<file path="src/rtl/mips_pkg.sv">
// Shared definitions for the 8-bit MIPS pipeline: widths, ALU opcodes and
// forward-select encoding.
package mips_pkg;

  localparam int unsigned DW_DEFAULT = 8;
  localparam int unsigned RW_DEFAULT = 5;

  localparam logic [2:0] ALU_ADD  = 3'b000;
  localparam logic [2:0] ALU_SUB  = 3'b001;
  localparam logic [2:0] ALU_AND  = 3'b010;
  localparam logic [2:0] ALU_OR   = 3'b011;
  localparam logic [2:0] ALU_XOR  = 3'b100;
  localparam logic [2:0] ALU_NOR  = 3'b101;
  localparam logic [2:0] ALU_SLT  = 3'b110;
  localparam logic [2:0] ALU_SLTU = 3'b111;

  localparam logic [1:0] FWD_REG   = 2'd0;
  localparam logic [1:0] FWD_MEMWB = 2'd1;
  localparam logic [1:0] FWD_EXMEM = 2'd2;

  // EX/MEM is the younger result, so it wins when both sources match.
  function automatic logic [1:0] fwd_sel(input logic exmem_hit, input logic memwb_hit);
    if (exmem_hit) begin
      return FWD_EXMEM;
    end else if (memwb_hit) begin
      return FWD_MEMWB;
    end
    return FWD_REG;
  endfunction

endpackage

</file>
<file path="src/rtl/ex_stage_if.sv">
// Signal bundle between the ID/EX register, MEM/WB write-back and the execute stage.
interface ex_stage_if
  import mips_pkg::*;
#(
  parameter int unsigned DW = DW_DEFAULT,
  parameter int unsigned RW = RW_DEFAULT
);

  logic          stall;
  logic          flush;
  logic [2:0]    aluSig_in;
  logic          WB_in;
  logic [DW-1:0] R1_in;
  logic [DW-1:0] R2_in;
  logic [RW-1:0] rd_in;
  logic [RW-1:0] rs_in;
  logic [RW-1:0] rt_in;
  logic          memwb_we;
  logic [RW-1:0] memwb_rd;
  logic [DW-1:0] memwb_data;
  logic [DW-1:0] res_out;
  logic          WB_out;
  logic [RW-1:0] rd_out;
  logic          zero_out;
  logic          ovf_out;

  modport master (
    output stall, flush, aluSig_in, WB_in, R1_in, R2_in, rd_in, rs_in, rt_in,
           memwb_we, memwb_rd, memwb_data,
    input  res_out, WB_out, rd_out, zero_out, ovf_out
  );

  modport slave (
    input  stall, flush, aluSig_in, WB_in, R1_in, R2_in, rd_in, rs_in, rt_in,
           memwb_we, memwb_rd, memwb_data,
    output res_out, WB_out, rd_out, zero_out, ovf_out
  );

endinterface

</file>
<file path="src/rtl/alu8.sv">
// Combinational ALU: result, zero flag and signed overflow (ADD/SUB only).
module alu8
  import mips_pkg::*;
#(
  parameter int unsigned DW = DW_DEFAULT
) (
  input  logic [DW-1:0] a,
  input  logic [DW-1:0] b,
  input  logic [2:0]    op,
  output logic [DW-1:0] y,
  output logic          zero,
  output logic          ovf
);

  logic [DW-1:0] sum;
  logic [DW-1:0] diff;
  logic          lt_s;
  logic          lt_u;

  assign sum  = a + b;
  assign diff = a - b;
  assign lt_s = $signed(a) < $signed(b);
  assign lt_u = a < b;

  always_comb begin
    y   = '0;
    ovf = 1'b0;
    unique case (op)
      ALU_ADD: begin
        y   = sum;
        ovf = (a[DW-1] == b[DW-1]) && (sum[DW-1] != a[DW-1]);
      end
      ALU_SUB: begin
        y   = diff;
        ovf = (a[DW-1] != b[DW-1]) && (diff[DW-1] != a[DW-1]);
      end
      ALU_AND:  y = a & b;
      ALU_OR:   y = a | b;
      ALU_XOR:  y = a ^ b;
      ALU_NOR:  y = ~(a | b);
      ALU_SLT:  y = {{(DW-1){1'b0}}, lt_s};
      ALU_SLTU: y = {{(DW-1){1'b0}}, lt_u};
      default:  y = '0;
    endcase
  end

  assign zero = (y == '0);

endmodule

</file>
<file path="src/rtl/ex_stage.sv">
// Execute stage: operand forwarding, ALU and the EX/MEM pipeline register
// with flush-over-stall control.
module ex_stage
  import mips_pkg::*;
#(
  parameter int unsigned DW = DW_DEFAULT,
  parameter int unsigned RW = RW_DEFAULT
) (
  input logic      clk,
  input logic      rst,
  ex_stage_if.slave bus
);

  logic [DW-1:0] res_q;
  logic          wb_q;
  logic [RW-1:0] rd_q;
  logic          zero_q;
  logic          ovf_q;

  logic [1:0]    sel_a;
  logic [1:0]    sel_b;
  logic [DW-1:0] op_a;
  logic [DW-1:0] op_b;
  logic [DW-1:0] alu_y;
  logic          alu_zero;
  logic          alu_ovf;

  logic exmem_valid;
  logic memwb_valid;

  // Register 0 is hard-wired, so a write to it never feeds a consumer.
  assign exmem_valid = wb_q && (rd_q != '0);
  assign memwb_valid = bus.memwb_we && (bus.memwb_rd != '0);

  assign sel_a = fwd_sel(exmem_valid && (rd_q == bus.rs_in),
                         memwb_valid && (bus.memwb_rd == bus.rs_in));
  assign sel_b = fwd_sel(exmem_valid && (rd_q == bus.rt_in),
                         memwb_valid && (bus.memwb_rd == bus.rt_in));

  always_comb begin
    op_a = bus.R1_in;
    unique case (sel_a)
      FWD_EXMEM: op_a = res_q;
      FWD_MEMWB: op_a = bus.memwb_data;
      default:   op_a = bus.R1_in;
    endcase
  end

  always_comb begin
    op_b = bus.R2_in;
    unique case (sel_b)
      FWD_EXMEM: op_b = res_q;
      FWD_MEMWB: op_b = bus.memwb_data;
      default:   op_b = bus.R2_in;
    endcase
  end

  alu8 #(
    .DW (DW)
  ) u_alu (
    .a    (op_a),
    .b    (op_b),
    .op   (bus.aluSig_in),
    .y    (alu_y),
    .zero (alu_zero),
    .ovf  (alu_ovf)
  );

  always_ff @(posedge clk or posedge rst) begin
    if (rst) begin
      res_q  <= '0;
      wb_q   <= 1'b0;
      rd_q   <= '0;
      zero_q <= 1'b0;
      ovf_q  <= 1'b0;
    end else if (bus.flush) begin
      res_q  <= '0;
      wb_q   <= 1'b0;
      rd_q   <= '0;
      zero_q <= 1'b0;
      ovf_q  <= 1'b0;
    end else if (!bus.stall) begin
      res_q  <= alu_y;
      wb_q   <= bus.WB_in;
      rd_q   <= bus.rd_in;
      zero_q <= alu_zero;
      ovf_q  <= alu_ovf;
    end
  end

  assign bus.res_out  = res_q;
  assign bus.WB_out   = wb_q;
  assign bus.rd_out   = rd_q;
  assign bus.zero_out = zero_q;
  assign bus.ovf_out  = ovf_q;

endmodule
</file>
<file path="src/flat_wrapper.sv">
// flat-port wrapper written by rule: the top's interface ports become plain ports
module ex_stage_flat import mips_pkg::*;
#(
  parameter int unsigned DW = DW_DEFAULT,
  parameter int unsigned RW = RW_DEFAULT
)
  (clk, rst, bus_stall, bus_flush, bus_aluSig_in, bus_WB_in, bus_R1_in, bus_R2_in, bus_rd_in, bus_rs_in, bus_rt_in, bus_memwb_we, bus_memwb_rd, bus_memwb_data, bus_res_out, bus_WB_out, bus_rd_out, bus_zero_out, bus_ovf_out);
  ex_stage_if #(.DW(DW), .RW(RW)) bus_i ();
  input logic clk;
  input logic rst;
  input wire logic [$bits(bus_i.stall)-1:0] bus_stall;
  input wire logic [$bits(bus_i.flush)-1:0] bus_flush;
  input wire logic [$bits(bus_i.aluSig_in)-1:0] bus_aluSig_in;
  input wire logic [$bits(bus_i.WB_in)-1:0] bus_WB_in;
  input wire logic [$bits(bus_i.R1_in)-1:0] bus_R1_in;
  input wire logic [$bits(bus_i.R2_in)-1:0] bus_R2_in;
  input wire logic [$bits(bus_i.rd_in)-1:0] bus_rd_in;
  input wire logic [$bits(bus_i.rs_in)-1:0] bus_rs_in;
  input wire logic [$bits(bus_i.rt_in)-1:0] bus_rt_in;
  input wire logic [$bits(bus_i.memwb_we)-1:0] bus_memwb_we;
  input wire logic [$bits(bus_i.memwb_rd)-1:0] bus_memwb_rd;
  input wire logic [$bits(bus_i.memwb_data)-1:0] bus_memwb_data;
  output wire logic [$bits(bus_i.res_out)-1:0] bus_res_out;
  output wire logic [$bits(bus_i.WB_out)-1:0] bus_WB_out;
  output wire logic [$bits(bus_i.rd_out)-1:0] bus_rd_out;
  output wire logic [$bits(bus_i.zero_out)-1:0] bus_zero_out;
  output wire logic [$bits(bus_i.ovf_out)-1:0] bus_ovf_out;
  assign bus_i.stall = bus_stall;
  assign bus_i.flush = bus_flush;
  assign bus_i.aluSig_in = bus_aluSig_in;
  assign bus_i.WB_in = bus_WB_in;
  assign bus_i.R1_in = bus_R1_in;
  assign bus_i.R2_in = bus_R2_in;
  assign bus_i.rd_in = bus_rd_in;
  assign bus_i.rs_in = bus_rs_in;
  assign bus_i.rt_in = bus_rt_in;
  assign bus_i.memwb_we = bus_memwb_we;
  assign bus_i.memwb_rd = bus_memwb_rd;
  assign bus_i.memwb_data = bus_memwb_data;
  assign bus_res_out = bus_i.res_out;
  assign bus_WB_out = bus_i.WB_out;
  assign bus_rd_out = bus_i.rd_out;
  assign bus_zero_out = bus_i.zero_out;
  assign bus_ovf_out = bus_i.ovf_out;
  ex_stage #(.DW(DW), .RW(RW)) u_core (.clk(clk), .rst(rst), .bus(bus_i));
endmodule
</file>
<file path="config.mk">
export PLATFORM = sky130hd
export DESIGN_NAME = ex_stage_flat
export DESIGN_NICKNAME = d
export VERILOG_FILES = /design/src/rtl/mips_pkg.sv /design/src/rtl/ex_stage_if.sv /design/src/rtl/alu8.sv /design/src/rtl/ex_stage.sv /design/src/flat_wrapper.sv
export SDC_FILE = /design/constraint.sdc
export NUM_CORES = 1
export LEC_CHECK = 0
export CAP_MARGIN = 10
export CORE_MARGIN = 3
export CORE_UTILIZATION = 40
export CTS_CLUSTER_DIAMETER = 100
export CTS_CLUSTER_SIZE = 12
export DETAILED_ROUTE_END_ITERATION = 16
export PLACE_DENSITY = 0.68
export RECOVER_POWER = 50
export SETUP_SLACK_MARGIN = 0.05
export SLEW_MARGIN = 20
export SYNTH_ARGS = -nofsm -noshare
export SYNTH_HDL_FRONTEND = slang
export SYNTH_SLANG_ARGS = --single-unit
</file>
<file path="constraint.sdc">
create_clock -name clk -period 4 [get_ports clk]
set_input_delay 0.4 -clock clk [delete_from_list [all_inputs] [get_ports clk]]
set_output_delay 0.4 -clock clk [all_outputs]
set_load 0.05 [all_outputs]
</file>
# After elaboration in Yosys (flattened, before gate mapping)
# Cells that the tools add are included.
# classes
eq_ne	20
n_addsub	2
muxes	24
order_cmp	2
bitwise	4
reduce_logical	12
# ops
cell	n
8-bit one-hot mux with 8 select lines	1
8-bit one-hot mux with 2 select lines	2
5-bit equality test	4
8-bit < comparator	2
8-bit 2-to-1 mux	2
3-bit equality test (second input constant)	4
2-bit 2-to-1 mux	6
1-bit 2-to-1 mux	10
5-bit 2-to-1 mux	2
5-bit nonzero test	2
8-bit adder	1
8-bit AND	1
1-bit logical AND	8
8-bit zero test	1
8-bit NOT	1
8-bit bitwise OR	1
8-bit subtractor	1
8-bit bitwise XOR	1
3-bit by 2-bit equality test with 1-bit output (second input constant)	2
2-bit by 1-bit equality test with 1-bit output (second input constant)	2
2-bit equality test (second input constant)	2
3-bit by 1-bit equality test with 1-bit output (second input constant)	1
3-bit zero test	1
1-bit inequality test	3
other kinds (3)	3
# word_totals
elab_cells	69
out_inout_bits	16
input_bits	53
ff_bits	16

# Longest topological paths before layout
# Gate-level depths: netlist (run 1).
# logic_depth
word_depth	14
mapped_depth	17
depth_no_buf	17

# Cells and area by module
# From an unflattened synthesis (run 1), not the netlist that was laid out.
# unflattened
cells_unflattened	360
hier_area_um2	2790.2
# by_module_without_submodules
mod	n_inst	cells_each	area_per_inst_um2	seq_area_each_um2
ex_stage	1	164	1420.1	400.4
alu8	1	196	1370.1	0.0

# Least setup slack after synthesis (run 1)
# OpenSTA, ideal clock, no wires.
# synth_timing
path_kind	reg2reg
startpoint	register u_core.rd_q[0], in the netlist u_core.bus.rd_out[0]
endpoint	register u_core.zero_q, in the netlist u_core.bus.zero_out
arrival_ps	3730
synth_period_minus_slack_ps	3806
setup_ps	77
required_ps	3923
setup_slack_ps	194
path_buffers	1
path_stages_with_launch	17
path_cell_list	dfrtp_1 > or4_1 > nor2_1 > nor3_1 > nand3_1 > buf_2 > a21o_1 > inv_1 > ha_1 > fa_1 > and3_1 > o211ai_1 > a21oi_1 > a2111o_1 > nand2_1 > o2111ai_1 > o21ai_1
# synth_via
elab_chain_cells	13
elab_cells_between_ends	30
cone_classes	add/sub: 2; order compare: 2; eq/ne: 6; mux: 11; bitwise: 4; reduce/logical: 5
# synth_lines
element	line_no	rtl
from (decl)	ex_stage.sv:16	logic [RW-1:0] rd_q;
from (signal assigned)	ex_stage.sv:85	rd_q <= bus.rd_in;
branches (longest 9 deep; another with 8-bit subtractor)	-	
8-bit one-hot mux with 8 select lines *	alu8.sv:28	unique case (op)
8-bit zero test *	alu8.sv:47	assign zero = (y == '0);
1-bit 2-to-1 mux *	ex_stage.sv:82	end else if (!bus.stall) begin
1-bit 2-to-1 mux *	ex_stage.sv:76	end else if (bus.flush) begin
to (signal assigned)	ex_stage.sv:86	zero_q <= alu_zero;
to (decl)	ex_stage.sv:17	logic zero_q;
# Mark *: on every way between the ends. The select of a mux whose other input is x is not followed.
# A chain may end at the register's enable or synchronous reset.

# Final worst setup path (run 1)
# layout_timing
startpoint	input bus_memwb_rd[4]
endpoint	register u_core.zero_q, in the netlist u_core.bus.zero_out
# layout_via
elab_chain_cells	14
elab_cells_between_ends	30
cone_classes	add/sub: 2; order compare: 2; eq/ne: 6; mux: 11; bitwise: 4; reduce/logical: 5
# layout_lines
element	line_no	rtl
from (decl)	flat_wrapper.sv:21	input wire logic [$bits(bus_i.memwb_rd)-1:0] bus_memwb_rd;
branches (longest 10 deep; another with 8-bit subtractor)	-	
8-bit one-hot mux with 8 select lines *	alu8.sv:28	
8-bit zero test *	alu8.sv:47	
1-bit 2-to-1 mux *	ex_stage.sv:82	
1-bit 2-to-1 mux *	ex_stage.sv:76	
# Marked as above.

==> results of run 1 <==
[per-stage QoR]
step	setup TNS (ps)	hold WS [ps]
2_1_floorplan	0	314
3_3_place_gp	-1900	480
3_5_place_dp	-2700	491
4_1_cts	0	510
5_1_grt	0	525
6_report	0	495
[cells in the mapped netlist, types with 2 or more instances]
cell       instances
nor2_1            42
inv_1             25
ha_1              24
mux2i_1           24
nand2_1           23
xnor2_1           20
a21oi_1           16
dfrtp_1           16
o21ai_1           12
clkbuf_1          10
buf_2              7
o211ai_1           7
o22ai_1            6
a211oi_1           5
nor2b_1            5
nor3_1             5
o21ai_0            5
xor2_1             5
a21o_1             4
a221oi_1           4
nand2b_1           4
nand3_1            4
nand4_1            4
nand3b_1           3
nor3b_1            3
o21a_1             3
o31ai_1            3
or3_1              3
a22o_1             2
and3_1             2
fa_1               2
nor4_1             2
o2111ai_1          2
o21bai_1           2
o221ai_1           2
o2bb2ai_1          2
[path summary, 6_finish.rpt]
path | startpoint | endpoint | cells after the start
hold / removal | u_core.bus.ovf_out | u_core.bus.ovf_out | 2
max in group asynchronous | rst | u_core.bus.res_out[0] | 2
setup reg to reg | u_core.bus.rd_out[0] | u_core.bus.zero_out | 18
hold reg to reg | u_core.bus.ovf_out | u_core.bus.ovf_out | 2
min in group asynchronous | rst | u_core.bus.res_out[5] | 2
setup / recovery | bus_memwb_rd[4] | u_core.bus.zero_out | 16
[flip-flops by register name, summed over array words and instances (netlist names)]
name / count
u_core.bus.zero_out: 1
u_core.bus.ovf_out: 1
u_core.bus.res_out: 8
u_core.bus.rd_out: 5
u_core.bus.WB_out: 1
[worst register-to-register path, cell delays in order (launching register included)]
cell	delay, ps
dfrtp_1	440
or4_1	560
nor2_2	170
nor3_1	80
nand3_1	130
buf_12	160
nor2_1	70
a21oi_2	170
inv_1	80
ha_1	280
nor2b_1	130
o21ai_1	210
o31ai_1	120
buf_4	160
a22o_1	180
a211oi_2	300
buf_4	170
o2111ai_1	80
o21ai_1	150
[cells by family after synthesis]
logic type                 share of synthesized area
muxes                                         0.0955
xor gates and xnor gates                      0.0870
and+or+nand+nor                                0.204
AOI/OAI and AO/OA                              0.247
DFF                                            0.159
buffers and inverters                         0.0716
adders and majority gates                      0.135
[cell usage in the layout (no fill, tap or decap), drive strengths merged, types with 5 or more instances in the layout]
master          n
xor2            5
nand2          23
o21ai          17
inv            27
buf            56
a211oi          5
mux2i          24
a21oi          16
nor3            5
dfrtp          16
o22ai           6
nor2b           5
clkdlybuf4s50  61
ha             24
xnor2          20
nor2           42
o211ai          8
[power by group through the flow]
| stage | Combinational (W) | Clock, W | Sequential (W) |
|---|---|---|---|
| 2_1_floorplan | 0.000215 | 0 | 0.000223 |
| 3_3_place_gp | 0.000445 | 0 | 0.000190 |
| 3_5_place_dp | 0.000451 | 0 | 0.000190 |
| 4_1_cts | 0.000455 | 0.000143 | 0.000187 |
| 5_1_grt | 0.000504 | 0.000153 | 0.000189 |
| 6_report | 0.000466 | 0.000139 | 0.000188 |
[cell type report]
cell class,count,share of cell area
inverter,27,0.0276
clock buffer,4,0.0146
multi-input combinational,271,0.529
sequential,16,0.106
tap,75,0.0249
timing repair buffer,124,0.298
[what timing repair did]
item                                    CTS  global route
setup buffers                             0             1
resized for setup                         3            15
pin swaps                                 0             3
hold buffers                              0             0
hold endpoints to repair                  0             0
endpoints found under the setup margin    7             8
[routing by layer]
metal | wire (um) | up-vias | global-route usage | share of wire
met3 | 495 | 15 | 0.0175 | 0.060
met5 | 0 | - | 0 | 0
met4 | 153 | 0 | 0.0748 | 0.018
li1 | - | 1410 | - | -
met2 | 3850 | 96 | 0.360 | 0.46
met1 | 3820 | 1300 | 0.318 | 0.46
==> metrics.yaml, run 1 <==
worst_slack_ps: 166
max_cap_viol_count: 0
ant_nets: 0
yosysWarnings: 0
cts_inserted_buffers: 3
seq_area_um2: 400
syn_area_per_cell_um2: 7.58
critPathBufInv: 2
nets: 522
pwr-share-seq: 0.237
dp_slack_ps: -389
dp_cells: 512
antenna_cells: 0
final_util: 0.629
grt_pass1_wl_um: 13400
crit_top_cell: "o211ai_1"
start_util: 0.420
yosysTopAreaCellShare: 0.159
intPower_w: 0.000489
antenna_found_initial: 0
drt_pass1_iterations: 4
critPathKind: "in2reg"
syn_to_final_growth_pct: 49.7
track_usage: 0.225
syn-num-nets: 411
yosysSeqAreaShare: 0.159
ys.flop_type: "dfrtp_1"
num_vias: 2821
cp_slowest_stage_delay_ps: 490
synthesis.area_um2: 2520
worstPathCellList: "clkdlybuf4s50_1 -> or4_4 -> o211ai_1 -> nor2_4 -> mux2i_1 -> a21o_1 -> inv_1 -> ha_1 -> fa_2 -> and3_1 -> o211ai_1 -> a21oi_1 -> a2111o_1 -> nand2_1 -> o2111ai_1 -> o21ai_1"
pin_count: 69
slowest_stage: "clkdlybuf4s50_1"
crit_arrival_ps: 4010
pwr_density_cell_nw_per_um2: 211
overflow: 0
power_switching_w: 0.000304
synth.largest_area_cell: "dfrtp_1"
syn_inst: 332
die_h_um: 85.3
multi_input_area_um2: 1990
period_needed_ps: 3830
critical_path.max_fanout: 7
row_count: 28
route.detailed.drc: 0
crit_path_end_kind: "register"
dp_hpwl_um: 6770
clockBufferDepth: 2
hold_path.class: "reg2reg"
drive_above_1_share: 0.181
swShare: 0.384
dr.first_iter.drc_count: 165
die-area_um2: 7280
ys_types: 60
ys_ff_latch: 16
die_w_um: 85.3
ir_worst_vdd_v: 0.000248
wl_per_cell_um: 16.1
synthTopCellsByArea: "dfrtp_1 (16%), ha_1 (12%), mux2i_1 (9.5%)"
required_ps: 4170
rrSetupSlack_ps: 310
gp_congestion: 0.915
drt-total-wl_um: 8320
async_flop_share: 1.00
clock_power_share: 0.175
cp-start-kind: "primary input"
synth-edff-count: 0
layout.cells.non_filler: 517
drv_slew: 0
finClkSkew_ps: 2.00
first_global_vias: 2796
cts_tree: "built"
finalPower_w: 0.000793
viasPerCell: 5.46
cts-root-buf: "clkbuf_8"
status: "complete, no violations"
crit_family: "compound AO/OA/AOI/OAI gates"
port_buffers: 68
dpl_cell_area_um2: 3640
leakage_nw: 1.68
worstMarginPinSlew_ps: 731
combPwrFrac: 0.588
n_fill_cell: 522
max_freq_mhz: 261
clk_pin_slew_ps: 60
coreArea_um2: 5990
clock_latency_ps: 240
finalCritPeriodShare: 0.959
final_hold_viol_count: 0
final_area_um2: 3770
rsz0062_at_grt: "false"
cts.sinks: 16
setup_viol: 0
grt_start_max_net_pins: 20
maxSlewHeadroom: 0.511
htree_levels: 1
(Power assumes the default switching activity.)
==> inputs of run 2 (changes only) <==
--- a/config.mk
+++ b/config.mk
@@ -11,9 +11,10 @@
 export CTS_CLUSTER_DIAMETER = 100
 export CTS_CLUSTER_SIZE = 12
 export DETAILED_ROUTE_END_ITERATION = 16
-export PLACE_DENSITY = 0.68
+export HOLD_SLACK_MARGIN = 0.15
+export PLACE_DENSITY = 0.73
 export RECOVER_POWER = 50
-export SETUP_SLACK_MARGIN = 0.05
+export SETUP_SLACK_MARGIN = 0.1
 export SLEW_MARGIN = 20
 export SYNTH_ARGS = -nofsm -noshare
 export SYNTH_HDL_FRONTEND = slang
==> metrics.yaml, run 2 (synthesized netlist as in run 1, its figures left out) <==
status: "complete, no violations"
hold_start: "u_core.bus.ovf_out"
ctsHoldBuffers: 0
antenna_cells: 0
ant_nets: 0
critPathKind: "in2reg"
viasPerCell: 5.57
pwr-share-seq: 0.238
cp_slowest_stage_delay_ps: 560
cts-root-buf: "clkbuf_8"
max_freq_mhz: 273
cts.sinks: 16
row_count: 28
final_hold_viol_count: 0
rsz0062_at_grt: "false"
rr_endpoint: "u_core.bus.zero_out"
drive_above_1_share: 0.177
cp-start-kind: "primary input"
dp_slack_ps: -360
drt_pass1_iterations: 4
n_fill_cell: 523
clock_power_share: 0.178
worst_slack_ps: 343
start_util: 0.420
dp_cells: 502
final_cell_mix: "clkdlybuf4s50_1 (60), buf_4 (47), nor2_1 (39)"
leakage_nw: 1.64
critical_path.max_fanout: 5
maxSlewHeadroom: 0.266
grt_pass1_wl_um: 13400
dr.first_iter.drc_count: 201
rr_worst_depth: 17
critPathBufInv: 2
worstMarginPinSlew_ps: 1100
dp_hpwl_um: 6650
finalPower_w: 0.000793
hold_path_depth: 2
period_needed_ps: 3660
slowest_stage: "or4_4"
hold_path.class: "reg2reg"
crit_top_cell: "o211ai_1"
rrSetupSlack_ps: 370
cts_tree: "built"
die_w_um: 85.3
holdPathEnd: "u_core.bus.ovf_out"
finClkSkew_ps: 1.83
max_cap_viol_count: 0
swShare: 0.390
die-area_um2: 7280
clockBufferDepth: 2
ir_worst_vdd_v: 0.000233
nets: 515
track_usage: 0.222
worstPathCellList: "dlygate4sd2_1 -> or4_4 -> o211ai_1 -> nor2_4 -> mux2i_1 -> a21o_1 -> inv_1 -> ha_1 -> fa_2 -> and3_1 -> o211ai_1 -> a21oi_1 -> a2111o_1 -> nand2_1 -> o2111ai_1 -> o21ai_1"
largest_reg_flops: 8
first_global_vias: 2763
mostFrequentLayoutCell: "clkdlybuf4s50_1"
finalCritPeriodShare: 0.914
route.detailed.drc: 0
drv_slew: 0
final_util: 0.628
num_vias: 2841
intPower_w: 0.000483
crit_family: "compound AO/OA/AOI/OAI gates"
crit_arrival_ps: 3830
pin_count: 69
clk_pin_slew_ps: 60
combPwrFrac: 0.584
pwr_density_cell_nw_per_um2: 211
port_buffers: 68
crit_path_end_kind: "register"
drt-total-wl_um: 8280
clock_latency_ps: 250
coreArea_um2: 5990
power_switching_w: 0.000309
overflow: 0
setup_viol: 0
gp_congestion: 0.880
cts_inserted_buffers: 3
required_ps: 4170
htree_levels: 1
die_h_um: 85.3
wl_per_cell_um: 16.2
worst_r2r_startpoint: "u_core.bus.rd_out[3]"
layout.cells.non_filler: 510
grt_start_max_net_pins: 29
syn_to_final_growth_pct: 49.4
antenna_found_initial: 0
[run 2: cell types whose count changed in the layout (fill, tap and decap cells not counted), sizes merged]
cell           delta
clkdlybuf4s50     -1
dlymetal6s2s      -2
buf               -7
dlygate4sd2       +3
[run 2: per-layer routing]
layer  GRT usage  vias to the layer above  part of all wire  wire length, um
met4      0.0360                        0            0.0087               72
met3      0.0262                        8             0.051              426
li1            -                     1395                 -                -
met5           0                        -                 0                0
met2       0.391                       90              0.50             4100
met1       0.294                     1348              0.44             3670
[run 2: power groups by stage]
stage / clock network, W / registers, W / logic (W)
after global placement: 0 / 0.000190 / 0.000430
after CTS: 0.000142 / 0.000187 / 0.000442
after detailed placement: 0 / 0.000190 / 0.000438
final: 0.000141 / 0.000189 / 0.000463
after global routing: 0.000151 / 0.000189 / 0.000500
after floorplan: 0 / 0.000223 / 0.000215
[run 2: worst register-to-register path: stages, from the launching register on]
cell	delay [ps]
dfrtp_2	450
or4_1	510
nor2_2	130
buf_4	140
nor3_1	50
buf_4	190
o21ai_1	200
inv_1	90
ha_1	200
inv_1	70
fa_2	220
nand2b_1	60
o2bb2ai_1	150
o311a_1	340
a2111o_1	420
nand2_1	90
o2111ai_1	100
o21ai_1	150
[run 2: area by class of cell]
class                           instances  area (um^2)  area share
Multi-Input combinational cell        271         2030       0.541
Timing Repair Buffer                  117         1070       0.285
Sequential cell                        16          402       0.107
Inverter                               27          104      0.0276
Tap cell                               75         93.8      0.0250
Clock buffer                            4         55.1      0.0146
[run 2: how the worst max path moves through the flow]
stage                         startpoint               endpoint  slack, ps  cells after the start
floorplan           u_core.bus.rd_out[0]    u_core.bus.zero_out        190                     16
global placement         bus_memwb_rd[0]  u_core.bus.res_out[4]       -280                     17
detailed placement       bus_memwb_rd[0]    u_core.bus.zero_out       -360                     17
CTS                 u_core.bus.rd_out[3]    u_core.bus.zero_out        140                     15
global route                bus_rs_in[0]    u_core.bus.zero_out        110                     17
finish                   bus_memwb_rd[0]    u_core.bus.zero_out        340                     16
[run 2: stage by stage]
stage | TNS, ps | area [um^2] | hold slack [ps]
2_1_floorplan | 0 | 2520 | 314
3_3_place_gp | -1810 | 3560 | 480
3_5_place_dp | -2410 | 3560 | 496
4_1_cts | 0 | 3650 | 519
5_1_grt | 0 | 3760 | 544
6_report | 0 | 3760 | 500
[run 2: timing repair]
| item | in CTS | in global routing |
|---|---|---|
| setup buffers | 1 | 3 |
| resized for setup | 6 | 19 |
| pin swaps | 3 | 8 |
| endpoints found under the setup margin | 8 | 8 |
| endpoints found under the hold margin | 0 | 0 |
==> inputs of run 3 (changes only) <==
--- a/config.mk
+++ b/config.mk
@@ -11,6 +11,7 @@
 export CTS_CLUSTER_DIAMETER = 100
 export CTS_CLUSTER_SIZE = 12
 export DETAILED_ROUTE_END_ITERATION = 16
+export GPL_TIMING_DRIVEN = 0
 export HOLD_SLACK_MARGIN = 0.15
 export PLACE_DENSITY = 0.73
 export RECOVER_POWER = 50
==> metrics.yaml, run 3 (synthesized netlist as in run 1, its figures left out) <==
power_switching_w: 0.000305
drt_pass1_iterations: 6
cp_slowest_stage_delay_ps: 470
cp-start-kind: "primary input"
n_fill_cell: 542
crit_arrival_ps: 3960
slowest_stage: "clkdlybuf4s50_1"
num_vias: 2818
final_cell_mix: "clkdlybuf4s50_1 (55), nor2_1 (39), inv_1 (25)"
crit_top_cell: "o21ai_1"
intPower_w: 0.000452
hold_path.class: "reg2reg"
die_h_um: 85.3
grt_start_max_net_pins: 17
row_count: 28
largest_reg_flops: 8
syn_to_final_growth_pct: 43.9
nets: 499
finClkSkew_ps: 1.80
ant_nets: 0
max_cap_viol_count: 0
grt_pass1_wl_um: 13200
seq_area_um2: 402
worstMarginPinSlew_ps: 631
first_global_vias: 2646
gp_congestion: 0.866
drt-total-wl_um: 8400
rsz0062_at_grt: "false"
dr.first_iter.drc_count: 235
antenna_cells: 0
clock_power_share: 0.184
cts.sinks: 16
coreArea_um2: 5990
max_freq_mhz: 264
tns_ps: 0
ir_worst_vdd_v: 0.000294
mostFrequentLayoutCell: "clkdlybuf4s50_1"
route.detailed.drc: 0
track_usage: 0.222
drv_slew: 0
finalCritPeriodShare: 0.948
combPwrFrac: 0.565
cts_tree: "built"
clock_latency_ps: 240
ctsHoldBuffers: 0
swShare: 0.403
dp_hpwl_um: 6410
die-area_um2: 7280
wl_per_cell_um: 17.0
start_util: 0.420
drive_above_1_share: 0.134
worstPathCellList: "clkdlybuf4s50_1 -> xnor2_1 -> o211ai_4 -> nor2_4 -> mux2i_1 -> o21ai_1 -> buf_4 -> ha_1 -> fa_2 -> and3_1 -> o211ai_1 -> a21oi_1 -> a2111o_1 -> nand2_1 -> o2111ai_1 -> o21ai_1"
setup_viol: 0
overflow: 0
clockBufferDepth: 2
cts-root-buf: "clkbuf_8"
leakage_nw: 1.59
multi_input_area_um2: 2040
maxSlewHeadroom: 0.579
cts_inserted_buffers: 3
pwr_density_cell_nw_per_um2: 209
antenna_found_initial: 0
critical_path.max_fanout: 4
final_util: 0.604
viasPerCell: 5.70
die_w_um: 85.3
htree_levels: 1
finalPower_w: 0.000757
required_ps: 4170
final_hold_viol_count: 0
status: "complete, no violations"
pin_count: 69
pwr-share-seq: 0.251
clk_pin_slew_ps: 60
critPathKind: "in2reg"
period_needed_ps: 3790
crit_path_end_kind: "register"
port_buffers: 65
run 3: power groups by stage:
stage / Sequential, W / Clock, W / Combinational [W]
CTS: 0.000189 / 0.000143 / 0.000397
detailed placement: 0.000191 / 0 / 0.000382
global route: 0.000191 / 0.000147 / 0.000464
finish: 0.000190 / 0.000139 / 0.000427
floorplan: 0.000223 / 0 / 0.000215
global placement: 0.000191 / 0 / 0.000378
run 3: critical path: cells and delay by family:
kind / cells / cell delay [ps]
AOI/OAI and AO/OA: 7 / 1250
buffers and inverters: 2 / 610
muxes: 1 / 220
xor gates and xnor gates: 1 / 350
and+or+nand+nor: 3 / 490
adders and majority gates: 2 / 620
run 3: path summary, 6_finish.rpt:
check | slack, ps | from | cells after the start | endpoint
max | 210 | bus_rs_in[4] | 16 | u_core.bus.zero_out
min | 490 | u_core.bus.ovf_out | 2 | u_core.bus.ovf_out
max reg2reg | 220 | u_core.bus.rd_out[1] | 17 | u_core.bus.zero_out
min reg2reg | 490 | u_core.bus.ovf_out | 2 | u_core.bus.ovf_out
max in group asynchronous | 2920 | rst | 2 | u_core.bus.rd_out[0]
min in group asynchronous | 660 | rst | 2 | u_core.bus.res_out[2]
run 3: per-layer routing:
layer  vias up  global-route usage  routed length [um]
met5         -                   0                   0
met4         0              0.0331                  64
met3         8              0.0165                 527
met2       118               0.383                4190
met1      1332               0.308                3620
li1       1360                   -                   -
run 3: area by class of cell:
class / count / share of cell area
inverters: 27 / 0.0287
repair buffers: 85 / 0.232
well taps: 75 / 0.0259
flip-flops and latches: 16 / 0.111
clock buffers: 4 / 0.0152
plain buffers: 16 / 0.0228
multi-input cells: 271 / 0.564
run 3: stage by stage:
step | worst slack [ps] | area, um^2 | cells | hold slack, ps
global route | 16.5 | 3620 | 494 | 517
floorplan | 194 | 2520 | 332 | 314
CTS | 15.9 | 3400 | 479 | 500
detailed placement | -638 | 3260 | 472 | 479
global placement | -571 | 3260 | 472 | 482
finish | 208 | 3620 | 494 | 490
run 3: repair_timing:
action / 4_1_cts / 5_1_grt
buffers inserted: 4 / 16
pin swaps: 3 / 14
resized for setup: 14 / 22
endpoints found under the setup margin: 10 / 8
==> patch (flow settings as in run 2) <==
Set the package constant `DW_DEFAULT` to 9 (it was 8).
--- a/src/rtl/mips_pkg.sv
+++ b/src/rtl/mips_pkg.sv
@@ -3,5 +3,5 @@
 package mips_pkg;
 
-  localparam int unsigned DW_DEFAULT = 8;
+  localparam int unsigned DW_DEFAULT = 9;
   localparam int unsigned RW_DEFAULT = 5;
 
Interface: changed (resized bus_R1_in, bus_R2_in, bus_memwb_data and bus_res_out); port bits go from 69 to 73. No check against the original RTL was run, so the function may have changed too.
==> patch against run 2 <==
Largest power group unchanged; total power up 20%; worst setup slack worse by 0.12 ns; routed wire length up 33%; synthesized area up 17%; critical path depth up 3; register-to-register slack worse by 0.12 ns; sequential cell count up 1; synthesized cell count up 19%; design area up 29%.
==> patch: results (changes against run 2) <==
global_route:
  grt_pass1_vias: 3422  # was 2763
  grt_start_max_net_pins: 28  # was 29
  grt.total_usage_pct: 23.54  # was 22.17%
timing:
  setup_slack_ns: 0.2202  # was 0.3434 ns
  whs_ns: 0.5793  # was 0.5001 ns
  tightestPinTransition_ns: 1.338  # was 1.098 ns
worst_setup_path:
  r2r-end: "u_core.bus.ovf_out$_DFFE_PP0P_"  # was u_core.bus.zero_out$_DFFE_PP0P_
  cpPeakStageDelay_ns: 0.45  # was 0.56 ns
  critPathSlowestCell: "clkdlybuf4s50_1"  # was or4_4
  startpoint: "bus_rs_in[4]"  # was bus_memwb_rd[0]
  rrSetupSlack_ns: 0.25  # was 0.37 ns
  r2r-start: "u_core.bus.rd_out[4]$_DFFE_PP0P_"  # was u_core.bus.rd_out[3]$_DFFE_PP0P_
synthesis:
  synthTopCellsByCount: "38 x nor2_1, 33 x inv_1, 31 x mux2i_1"  # was 42 x nor2_1, 25 x inv_1, 24 x ha_1, 24 x mux2i_1, 23 x nand2_1
  synth_fp_nets: 479  # was 411
  synth_cell_type_count: 59  # was 60
  netlist_top_cells_area: "dfrtp_1 14%, ha_1 12%, mux2i_1 11%, nor2_1 4.9%, inv_1 4.2%"  # was dfrtp_1 16%, ha_1 12%, mux2i_1 9.5%, xnor2_1 7.0%, nor2_1 6.3%
  synthAdderAreaFrac_pct: 12.87  # was 13.53%
  ys_seq_area_share_pct: 14.49  # was 15.91%
  synth-xor-area-share_pct: 6.860  # was 8.702%
power_and_ir_drop:
  leakagePower_nw: 2.222  # was 1.645 nW
  swShare_pct: 41.29  # was 39.04%
  vdd_drop_max_mv: 0.2022  # was 0.2326 mV
placement:
  portBuffers: 72  # was 68
  placed_area_um2: 4352  # was 3565 um2
  hpwl_um: 8123  # was 6648 um
  dp.cells: 628  # was 502
  dpl_worst_slack_ns: -0.7658  # was -0.3598 ns
finish:
  layoutNonFillerInstCount: 646  # was 510
  fillerInstances: 509  # was 523
routing:
  drt-pass1-iter-count: 5  # was 4
  first_iter_violations: 391  # was 201
  vias: 3708  # was 2841
run_status:
  status: "finished clean"  # unchanged
## patch: cell count changes after synthesis, sizes merged, moves of 7 or more
cell   delta
a21oi     +8
inv       +7
mux2i     +7
nand3     +7
nor3      +8
xnor2    -10
xor2      +8
## patch: layer usage
metal / track usage [%] / up-vias / part of all wire, %
met3: 2.297 / 35 / 8.2
met2: 40.29 / 194 / 50
met1: 31.24 / 1743 / 39
li1: - / 1736 / -
met4: 6.910 / 0 / 2.6
met5: 0 / - / 0
## patch: what timing repair did
action / 4_1_cts / 5_1_grt
hold buffers: 0 / 0
cloned: 0 / 0
endpoints found under the setup margin: 11 / 8
pin swaps: 18 / 31
setup buffers: 10 / 4
gates resized for setup: 23 / 72
## patch: power groups by stage
stage	clock network (W)	registers, W	logic [W]
floorplan	0	0.000237	0.000251
global placement	0	0.000199	0.000520
detailed placement	0	0.000199	0.000530
CTS	0.000129	0.000196	0.000551
global route	0.000133	0.000198	0.000675
finish	0.000126	0.000196	0.000629
## patch: final cells by class
| class | count | area, um2 | share of cell area (%) |
|---|---|---|---|
| flip-flops and latches | 17 | 429.2 | 8.822 |
| multi-input cells | 323 | 2651 | 54.50 |
| well taps | 96 | 120.1 | 2.469 |
| inverters | 35 | 133.9 | 2.752 |
| repair buffers | 171 | 1485 | 30.53 |
| clock buffers | 4 | 45.04 | 0.9259 |
## patch: worst max-delay path, delay by kind of cell
kind                       cells  cell delay, ns
buffers and inverters          6            1.03
AOI/OAI and AO/OA              5            0.86
adders and majority gates      2            0.60
xor gates and xnor gates       1            0.19
and+or+nand+nor                5            0.86
